## config.mk

```make
export PLATFORM = sky130hd
export DESIGN_NAME = increment_to_midi_note
export DESIGN_NICKNAME = d
export VERILOG_FILES = /design/src/rtl/audio_pkg.sv /design/src/rtl/midi_note_table_rom.sv /design/src/rtl/increment_to_midi_note.sv
export SDC_FILE = /design/constraint.sdc
export NUM_CORES = 1
export LEC_CHECK = 0
export BUFFER_PORTS_ARGS = -buffer_cell sky130_fd_sc_hd__buf_2
export CORE_UTILIZATION = 35
export DETAILED_ROUTE_END_ITERATION = 8
export PLACE_DENSITY = 0.55
export REMOVE_ABC_BUFFERS = 1
export SYNTH_ARGS = -nofsm -noshare
export SYNTH_HDL_FRONTEND = slang
export SYNTH_SLANG_ARGS = --single-unit
export TNS_END_PERCENT = 1
```

## constraint.sdc

```tcl
create_clock -name clk_i -period 13.7 [get_ports clk_i]
set_input_delay 1.37 -clock clk_i [delete_from_list [all_inputs] [get_ports clk_i]]
set_output_delay 1.37 -clock clk_i [all_outputs]
set_load 0.01 [all_outputs]
```

## src/rtl/audio_pkg.sv

```systemverilog
// Shared audio-block definitions: increment/note widths and the
// increment-to-note converter state encoding.
package audio_pkg;

    localparam int SAMPLE_RATE = 31250;
    localparam int NOTE_COUNT  = 128;
    localparam int NOTE_W      = $clog2(NOTE_COUNT);
    localparam int INC_W       = 16;

    localparam logic [NOTE_W-1:0] NOTE_MAX = NOTE_W'(NOTE_COUNT - 1);
    localparam logic [2:0]        TOP_BIT  = 3'(NOTE_W - 1);

    typedef enum logic [2:0] {
        ST_IDLE  = 3'd0,
        ST_ADDR  = 3'd1,
        ST_CMP   = 3'd2,
        ST_NADDR = 3'd3,
        ST_NCMP  = 3'd4,
        ST_DONE  = 3'd5
    } inc2note_state_e;

endpackage

```

## src/rtl/midi_note_table_rom.sv

```systemverilog
// Note-to-increment table, round(440*2^((n-69)/12)*65536/31250), as a
// dual-read synchronous ROM with one cycle of read latency on each port.
module midi_note_table_rom
    import audio_pkg::*;
(
    input  logic              clk_i,
    input  logic [NOTE_W-1:0] addr_a_i,
    input  logic [NOTE_W-1:0] addr_b_i,
    output logic [INC_W-1:0]  data_a_o,
    output logic [INC_W-1:0]  data_b_o
);

    logic [INC_W-1:0] data_a_q;
    logic [INC_W-1:0] data_b_q;

    function automatic logic [INC_W-1:0] note_inc(input logic [NOTE_W-1:0] note);
        logic [INC_W-1:0] v;
        case (note)
            7'd0:   v = 16'd17;    7'd1:   v = 16'd18;    7'd2:   v = 16'd19;    7'd3:   v = 16'd20;
            7'd4:   v = 16'd22;    7'd5:   v = 16'd23;    7'd6:   v = 16'd24;    7'd7:   v = 16'd26;
            7'd8:   v = 16'd27;    7'd9:   v = 16'd29;    7'd10:  v = 16'd31;    7'd11:  v = 16'd32;
            7'd12:  v = 16'd34;    7'd13:  v = 16'd36;    7'd14:  v = 16'd38;    7'd15:  v = 16'd41;
            7'd16:  v = 16'd43;    7'd17:  v = 16'd46;    7'd18:  v = 16'd48;    7'd19:  v = 16'd51;
            7'd20:  v = 16'd54;    7'd21:  v = 16'd58;    7'd22:  v = 16'd61;    7'd23:  v = 16'd65;
            7'd24:  v = 16'd69;    7'd25:  v = 16'd73;    7'd26:  v = 16'd77;    7'd27:  v = 16'd82;
            7'd28:  v = 16'd86;    7'd29:  v = 16'd92;    7'd30:  v = 16'd97;    7'd31:  v = 16'd103;
            7'd32:  v = 16'd109;   7'd33:  v = 16'd115;   7'd34:  v = 16'd122;   7'd35:  v = 16'd129;
            7'd36:  v = 16'd137;   7'd37:  v = 16'd145;   7'd38:  v = 16'd154;   7'd39:  v = 16'd163;
            7'd40:  v = 16'd173;   7'd41:  v = 16'd183;   7'd42:  v = 16'd194;   7'd43:  v = 16'd206;
            7'd44:  v = 16'd218;   7'd45:  v = 16'd231;   7'd46:  v = 16'd244;   7'd47:  v = 16'd259;
            7'd48:  v = 16'd274;   7'd49:  v = 16'd291;   7'd50:  v = 16'd308;   7'd51:  v = 16'd326;
            7'd52:  v = 16'd346;   7'd53:  v = 16'd366;   7'd54:  v = 16'd388;   7'd55:  v = 16'd411;
            7'd56:  v = 16'd435;   7'd57:  v = 16'd461;   7'd58:  v = 16'd489;   7'd59:  v = 16'd518;
            7'd60:  v = 16'd549;   7'd61:  v = 16'd581;   7'd62:  v = 16'd616;   7'd63:  v = 16'd652;
            7'd64:  v = 16'd691;   7'd65:  v = 16'd732;   7'd66:  v = 16'd776;   7'd67:  v = 16'd822;
            7'd68:  v = 16'd871;   7'd69:  v = 16'd923;   7'd70:  v = 16'd978;   7'd71:  v = 16'd1036;
            7'd72:  v = 16'd1097;  7'd73:  v = 16'd1163;  7'd74:  v = 16'd1232;  7'd75:  v = 16'd1305;
            7'd76:  v = 16'd1383;  7'd77:  v = 16'd1465;  7'd78:  v = 16'd1552;  7'd79:  v = 16'd1644;
            7'd80:  v = 16'd1742;  7'd81:  v = 16'd1845;  7'd82:  v = 16'd1955;  7'd83:  v = 16'd2071;
            7'd84:  v = 16'd2195;  7'd85:  v = 16'd2325;  7'd86:  v = 16'd2463;  7'd87:  v = 16'd2610;
            7'd88:  v = 16'd2765;  7'd89:  v = 16'd2930;  7'd90:  v = 16'd3104;  7'd91:  v = 16'd3288;
            7'd92:  v = 16'd3484;  7'd93:  v = 16'd3691;  7'd94:  v = 16'd3910;  7'd95:  v = 16'd4143;
            7'd96:  v = 16'd4389;  7'd97:  v = 16'd4650;  7'd98:  v = 16'd4927;  7'd99:  v = 16'd5220;
            7'd100: v = 16'd5530;  7'd101: v = 16'd5859;  7'd102: v = 16'd6207;  7'd103: v = 16'd6577;
            7'd104: v = 16'd6968;  7'd105: v = 16'd7382;  7'd106: v = 16'd7821;  7'd107: v = 16'd8286;
            7'd108: v = 16'd8779;  7'd109: v = 16'd9301;  7'd110: v = 16'd9854;  7'd111: v = 16'd10440;
            7'd112: v = 16'd11060; 7'd113: v = 16'd11718; 7'd114: v = 16'd12415; 7'd115: v = 16'd13153;
            7'd116: v = 16'd13935; 7'd117: v = 16'd14764; 7'd118: v = 16'd15642; 7'd119: v = 16'd16572;
            7'd120: v = 16'd17557; 7'd121: v = 16'd18601; 7'd122: v = 16'd19708; 7'd123: v = 16'd20879;
            7'd124: v = 16'd22121; 7'd125: v = 16'd23436; 7'd126: v = 16'd24830;
            // note 127 is the only address left for the default arm
            default: v = 16'd26306;
        endcase
        return v;
    endfunction

    always_ff @(posedge clk_i) begin
        data_a_q <= note_inc(addr_a_i);
        data_b_q <= note_inc(addr_b_i);
    end

    assign data_a_o = data_a_q;
    assign data_b_o = data_b_q;

endmodule

```

## src/rtl/increment_to_midi_note.sv

```systemverilog
// Converts a phase-accumulator increment to the nearest MIDI note by a
// 7-step binary search over the note table plus one neighbour comparison.
//
// state    | meaning
// ---------+-------------------------------------------------------------
// IDLE     | waiting for start; latches increment, clears candidate
// ADDR     | present candidate|(1<<bit) to the ROM
// CMP      | keep the probed bit if table <= increment, step to next bit
// NADDR    | present floor note n and min(n+1,127) to the two ROM ports
// NCMP     | pick nearest of n / n+1, compute residual and flags
// DONE     | results valid, done pulses for one cycle
module increment_to_midi_note
    import audio_pkg::*;
(
    input  logic              clk_i,
    input  logic              rst_n_i,
    input  logic              start_i,
    input  logic [INC_W-1:0]  increment_i,
    output logic              busy_o,
    output logic              done_o,
    output logic [NOTE_W-1:0] midi_note_o,
    output logic [INC_W-1:0]  residual_o,
    output logic              sharp_o,
    output logic              underflow_o,
    output logic              overflow_o
);

    inc2note_state_e   state_q;
    logic [INC_W-1:0]  inc_q;
    logic [NOTE_W-1:0] cand_q;
    logic [2:0]        bit_q;
    logic              busy_q;
    logic              done_q;
    logic [NOTE_W-1:0] note_q;
    logic [INC_W-1:0]  residual_q;
    logic              sharp_q;
    logic              underflow_q;
    logic              overflow_q;

    logic [NOTE_W-1:0] probe_mask;
    logic [NOTE_W-1:0] rom_addr_a;
    logic [NOTE_W-1:0] rom_addr_b;
    logic [INC_W-1:0]  rom_data_a;
    logic [INC_W-1:0]  rom_data_b;

    logic [INC_W:0]    lo_diff;
    logic [INC_W:0]    up_diff;
    logic              lo_below;
    logic              up_below;
    logic [INC_W-1:0]  lo_abs;
    logic [INC_W-1:0]  up_abs;
    logic              above_lo;
    logic              pick_up;
    logic [NOTE_W-1:0] note_d;
    logic [INC_W-1:0]  residual_d;
    logic              sharp_d;
    logic              underflow_d;
    logic              overflow_d;

    midi_note_table_rom u_rom (
        .clk_i    (clk_i),
        .addr_a_i (rom_addr_a),
        .addr_b_i (rom_addr_b),
        .data_a_o (rom_data_a),
        .data_b_o (rom_data_b)
    );

    always_comb begin
        probe_mask = NOTE_W'(1) << bit_q;
        rom_addr_a = (state_q == ST_ADDR) ? (cand_q | probe_mask) : cand_q;
        rom_addr_b = (cand_q == NOTE_MAX) ? NOTE_MAX : cand_q + NOTE_W'(1);

        // Signed at INC_W+1 bits; the magnitude is taken only after the sign is known.
        lo_diff  = {1'b0, inc_q} - {1'b0, rom_data_a};
        up_diff  = {1'b0, rom_data_b} - {1'b0, inc_q};
        lo_below = lo_diff[INC_W];
        up_below = up_diff[INC_W];
        lo_abs   = lo_below ? (~lo_diff[INC_W-1:0] + INC_W'(1)) : lo_diff[INC_W-1:0];
        up_abs   = up_below ? (~up_diff[INC_W-1:0] + INC_W'(1)) : up_diff[INC_W-1:0];
        above_lo = !lo_below && (lo_diff[INC_W-1:0] != '0);

        pick_up     = (cand_q != NOTE_MAX) && (up_abs < lo_abs);
        note_d      = pick_up ? rom_addr_b : cand_q;
        residual_d  = pick_up ? up_abs : lo_abs;
        sharp_d     = pick_up ? up_below : above_lo;
        underflow_d = (cand_q == '0) && lo_below;
        overflow_d  = (cand_q == NOTE_MAX) && above_lo;
    end

    always_ff @(posedge clk_i or negedge rst_n_i) begin
        if (!rst_n_i) begin
            state_q     <= ST_IDLE;
            inc_q       <= '0;
            cand_q      <= '0;
            bit_q       <= '0;
            busy_q      <= 1'b0;
            done_q      <= 1'b0;
            note_q      <= '0;
            residual_q  <= '0;
            sharp_q     <= 1'b0;
            underflow_q <= 1'b0;
            overflow_q  <= 1'b0;
        end else begin
            done_q <= 1'b0;
            case (state_q)
                ST_IDLE: begin
                    if (start_i) begin
                        inc_q   <= increment_i;
                        cand_q  <= '0;
                        bit_q   <= TOP_BIT;
                        busy_q  <= 1'b1;
                        state_q <= ST_ADDR;
                    end
                end
                ST_ADDR: state_q <= ST_CMP;
                ST_CMP: begin
                    if (rom_data_a <= inc_q) begin
                        cand_q <= cand_q | probe_mask;
                    end
                    if (bit_q != 3'd0) begin
                        bit_q   <= bit_q - 3'd1;
                        state_q <= ST_ADDR;
                    end else begin
                        state_q <= ST_NADDR;
                    end
                end
                ST_NADDR: state_q <= ST_NCMP;
                ST_NCMP: begin
                    note_q      <= note_d;
                    residual_q  <= residual_d;
                    sharp_q     <= sharp_d;
                    underflow_q <= underflow_d;
                    overflow_q  <= overflow_d;
                    busy_q      <= 1'b0;
                    done_q      <= 1'b1;
                    state_q     <= ST_DONE;
                end
                ST_DONE: state_q <= ST_IDLE;
                default: state_q <= ST_IDLE;
            endcase
        end
    end

    assign busy_o      = busy_q;
    assign done_o      = done_q;
    assign midi_note_o = note_q;
    assign residual_o  = residual_q;
    assign sharp_o     = sharp_q;
    assign underflow_o = underflow_q;
    assign overflow_o  = overflow_q;

endmodule
```

==> run metrics <==
most frequent cells in the layout=nand2_1 (194), o21ai_0 (127), nor2_1 (120); final core occ=39.1%; area of all placed cells without fillers=10600 um2; CP Data Required Time=13.96 ns; post-synthesis cell area=9800 um2; CTS root buf=clkbuf_16; dpl cell area=10300 um2; number of synthesized register bits=87; nets=1457; TritonCTS sink count=87; category of the most critical setup path=reg -> reg; setup repair after global routing missed its margin=false; total track usage=23.2%; detailed router's first-iteration violation count=1285; leading post-synthesis cells by cell area=dfrtp_1 (15%), ha_1 (9.3%), nand2_1 (7.4%); Max Fclk=167 MHz; layout overhead on the synthesized area=8.30%; Slew Limit Headroom=35.6%; total wirelength of the detailed-routed design=33000 um; initial antenna violation count=1; buffer count from post-CTS setup fixing=0; area share of the leading cell type in the synthesized netlist=14.6%; number of global-route vias before repair=9493; pins over their slew limit=0; max-cap violations=0; fraction of registers with async set or reset after synthesis=65.5%; die width=169 um; hold bufs inserted after CTS=0; clk slew on worst S/H paths=0.07 ns; origin of the worst min-delay path=residual_o[11]$_DFFE_PN0P_; die boundary height=169 um; Arr. time, crit path=6.24 ns; full die area=28700 um2; number of placement rows=60; DRC violation count after routing=0; Max H-tree Level=3; post-detailed-route wirelength per cell=19.0 um; number of cells upsized or downsized after cts=0; pin slew with the least headroom to its limit=0.964 ns; residual antenna-violating net count after detailed routing=0; kind of launch point of the worst setup path=register; most common library cell in the layout ignoring fill and taps=nand2_1; fill cell total of the finished layout=2962; CTS tree=built; Post-synth top flop=dfrtp_1; number of endpoints failing setup at the final stage=0; sequential area share after synthesis=20.7%; Synth Instances=1378; final sum of negative setup slack=0 ns; input/output buffers=46; Worst Hold Class=reg -> reg; number of distinct library cells after synthesis=88; starting density of the core=36.1%; outcome=completed; kind of end point of the critical path=register; Synth Area per Inst=7.11 um2; TritonCTS Buffers=9; total number of yosys warnings=0; mean number of vias per cell=5.97; half-perimeter wire length after detailed placement=24500 um; clock insertion delay at the later pin of the skew report=0.35 ns; post-route minimum period=5.98 ns; maximum number of pins on one net before global-route repair=58; Top-Level Pins=47; global-route wire length before repair=52800 um; CORE AREA=27200 um2; Clock Skews=0.0175 ns; count of flip-flops with a built-in enable after synthesis=0; overflow left after global routing=0; RD Place Congestion=0.968; critical-path maximum fanout=15; share of layout cells above drive strength 1=8.99%; library cell occupying the most area in the post-synthesis netlist=dfrtp_1; maximum count of clock buffers along a single path=2; critical path startpoint=inc_q[0]$_DFFE_PN0P_; reg-to-reg critical path startpoint=inc_q[0]$_DFFE_PN0P_; Final Cycle Share=43.7%; number of antenna cells inserted=0; number of hold violations in the final report=0; detailed-router iteration count before antenna repair=6; Vias=10390
==> sequential cells by signal (all words and copies together) (netlist names) <==
name            count
busy_o              1
u_rom.data_a_o     15
u_rom.data_b_o     15
sharp_o             1
inc_q              16
bit_q               3
done_o              1
cand_q              7
underflow_o         1
midi_note_o         7
state_q             3
overflow_o          1
residual_o         16
==> Yosys cell counts (all sizes together) (5+ instances only) <==
cell type / number
a31oi: 45
nand2b: 14
o21ai: 132
o21a: 7
o311ai: 8
o22ai: 16
o211ai: 36
a21o: 21
nor3: 35
inv: 60
dfxtp: 30
nor4: 9
a21boi: 5
a311oi: 11
mux2i: 9
a211o: 7
xor2: 22
nand4: 11
or3: 9
a221oi: 6
nor3b: 7
or2: 6
buf: 11
o31ai: 16
nand3: 38
o2111ai: 5
xnor2: 34
nor2: 120
o221ai: 12
ha: 73
clkbuf: 86
dfrtp: 57
nand2: 194
nor2b: 9
and3: 6
a21oi: 105
a211oi: 31
and2: 16
==> final timing paths <==
path,cells after the start,end,slack (ns)
min in group asynchronous,2,residual_o[14]$_DFFE_PN0P_,1.16
setup reg to reg,20,residual_o[6]$_DFFE_PN0P_,7.72
max in group asynchronous,2,busy_o$_DFFE_PN0P_,12.02
hold / removal,2,residual_o[11]$_DFFE_PN0P_,0.47
setup / recovery,20,residual_o[6]$_DFFE_PN0P_,7.72
hold reg to reg,2,residual_o[11]$_DFFE_PN0P_,0.47
==> routing by layer <==
metal  part of all wire (%)  routed length, um  global-route usage (%)
met5                      0                  0                       0
met4                    3.2               1060                    7.64
met2                     44              14500                    36.4
met1                     45              14900                    32.3
met3                    7.6               2500                    3.36
==> critical path, stage by stage (launching register included) <==
cell and delay (ns):
dfrtp_1 0.39, inv_1 0.08, ha_1 0.16, inv_1 0.05
fa_1 0.43, a211oi_2 0.23, o21ai_2 0.15, a211o_1 0.33
a2111o_1 0.49, a31oi_2 0.78, o21ai_1 0.18, xor2_1 0.21
ha_1 0.33, a21o_1 0.16, a21o_1 0.17, a21oi_1 0.16
o21ai_0 0.18, a21oi_1 0.51, nand2_1 0.38, and2_1 0.29
o31ai_1 0.22
==> cell type report <==
cell class | count | area [um2] | area share, %
clock buffer | 10 | 229 | 2.16
inverter | 64 | 240 | 2.26
clock inverter | 6 | 45.0 | 0.424
tap | 372 | 465 | 4.39
sequential | 87 | 2030 | 19.1
multi-input combinational | 1130 | 7190 | 67.7
timing repair buffer | 71 | 418 | 3.94
==> cell families after synthesis <==
kind of cell / share of synthesized area (%)
AO/OA/AOI/OAI: 33.2
multiplexers: 2.20
flip-flops: 20.7
adder cells (fa/ha/maj): 9.73
XOR/XNOR: 5.00
buffers and inverters: 6.31
AND/OR/NAND/NOR: 22.9
==> stage by stage <==
step	setup WS [ns]	cells	hold slack [ns]
final	7.72	1740	0.472
after floorplan	7.89	1281	0.499
after detailed placement	7.83	1724	0.462
after global routing	7.34	1740	0.500
after CTS	7.81	1740	0.479
after global placement	7.98	1724	0.457
Power is left out: the tool's default activity adds up to more than one toggle a clock period on the data nets, which glitch-free logic cannot reach.
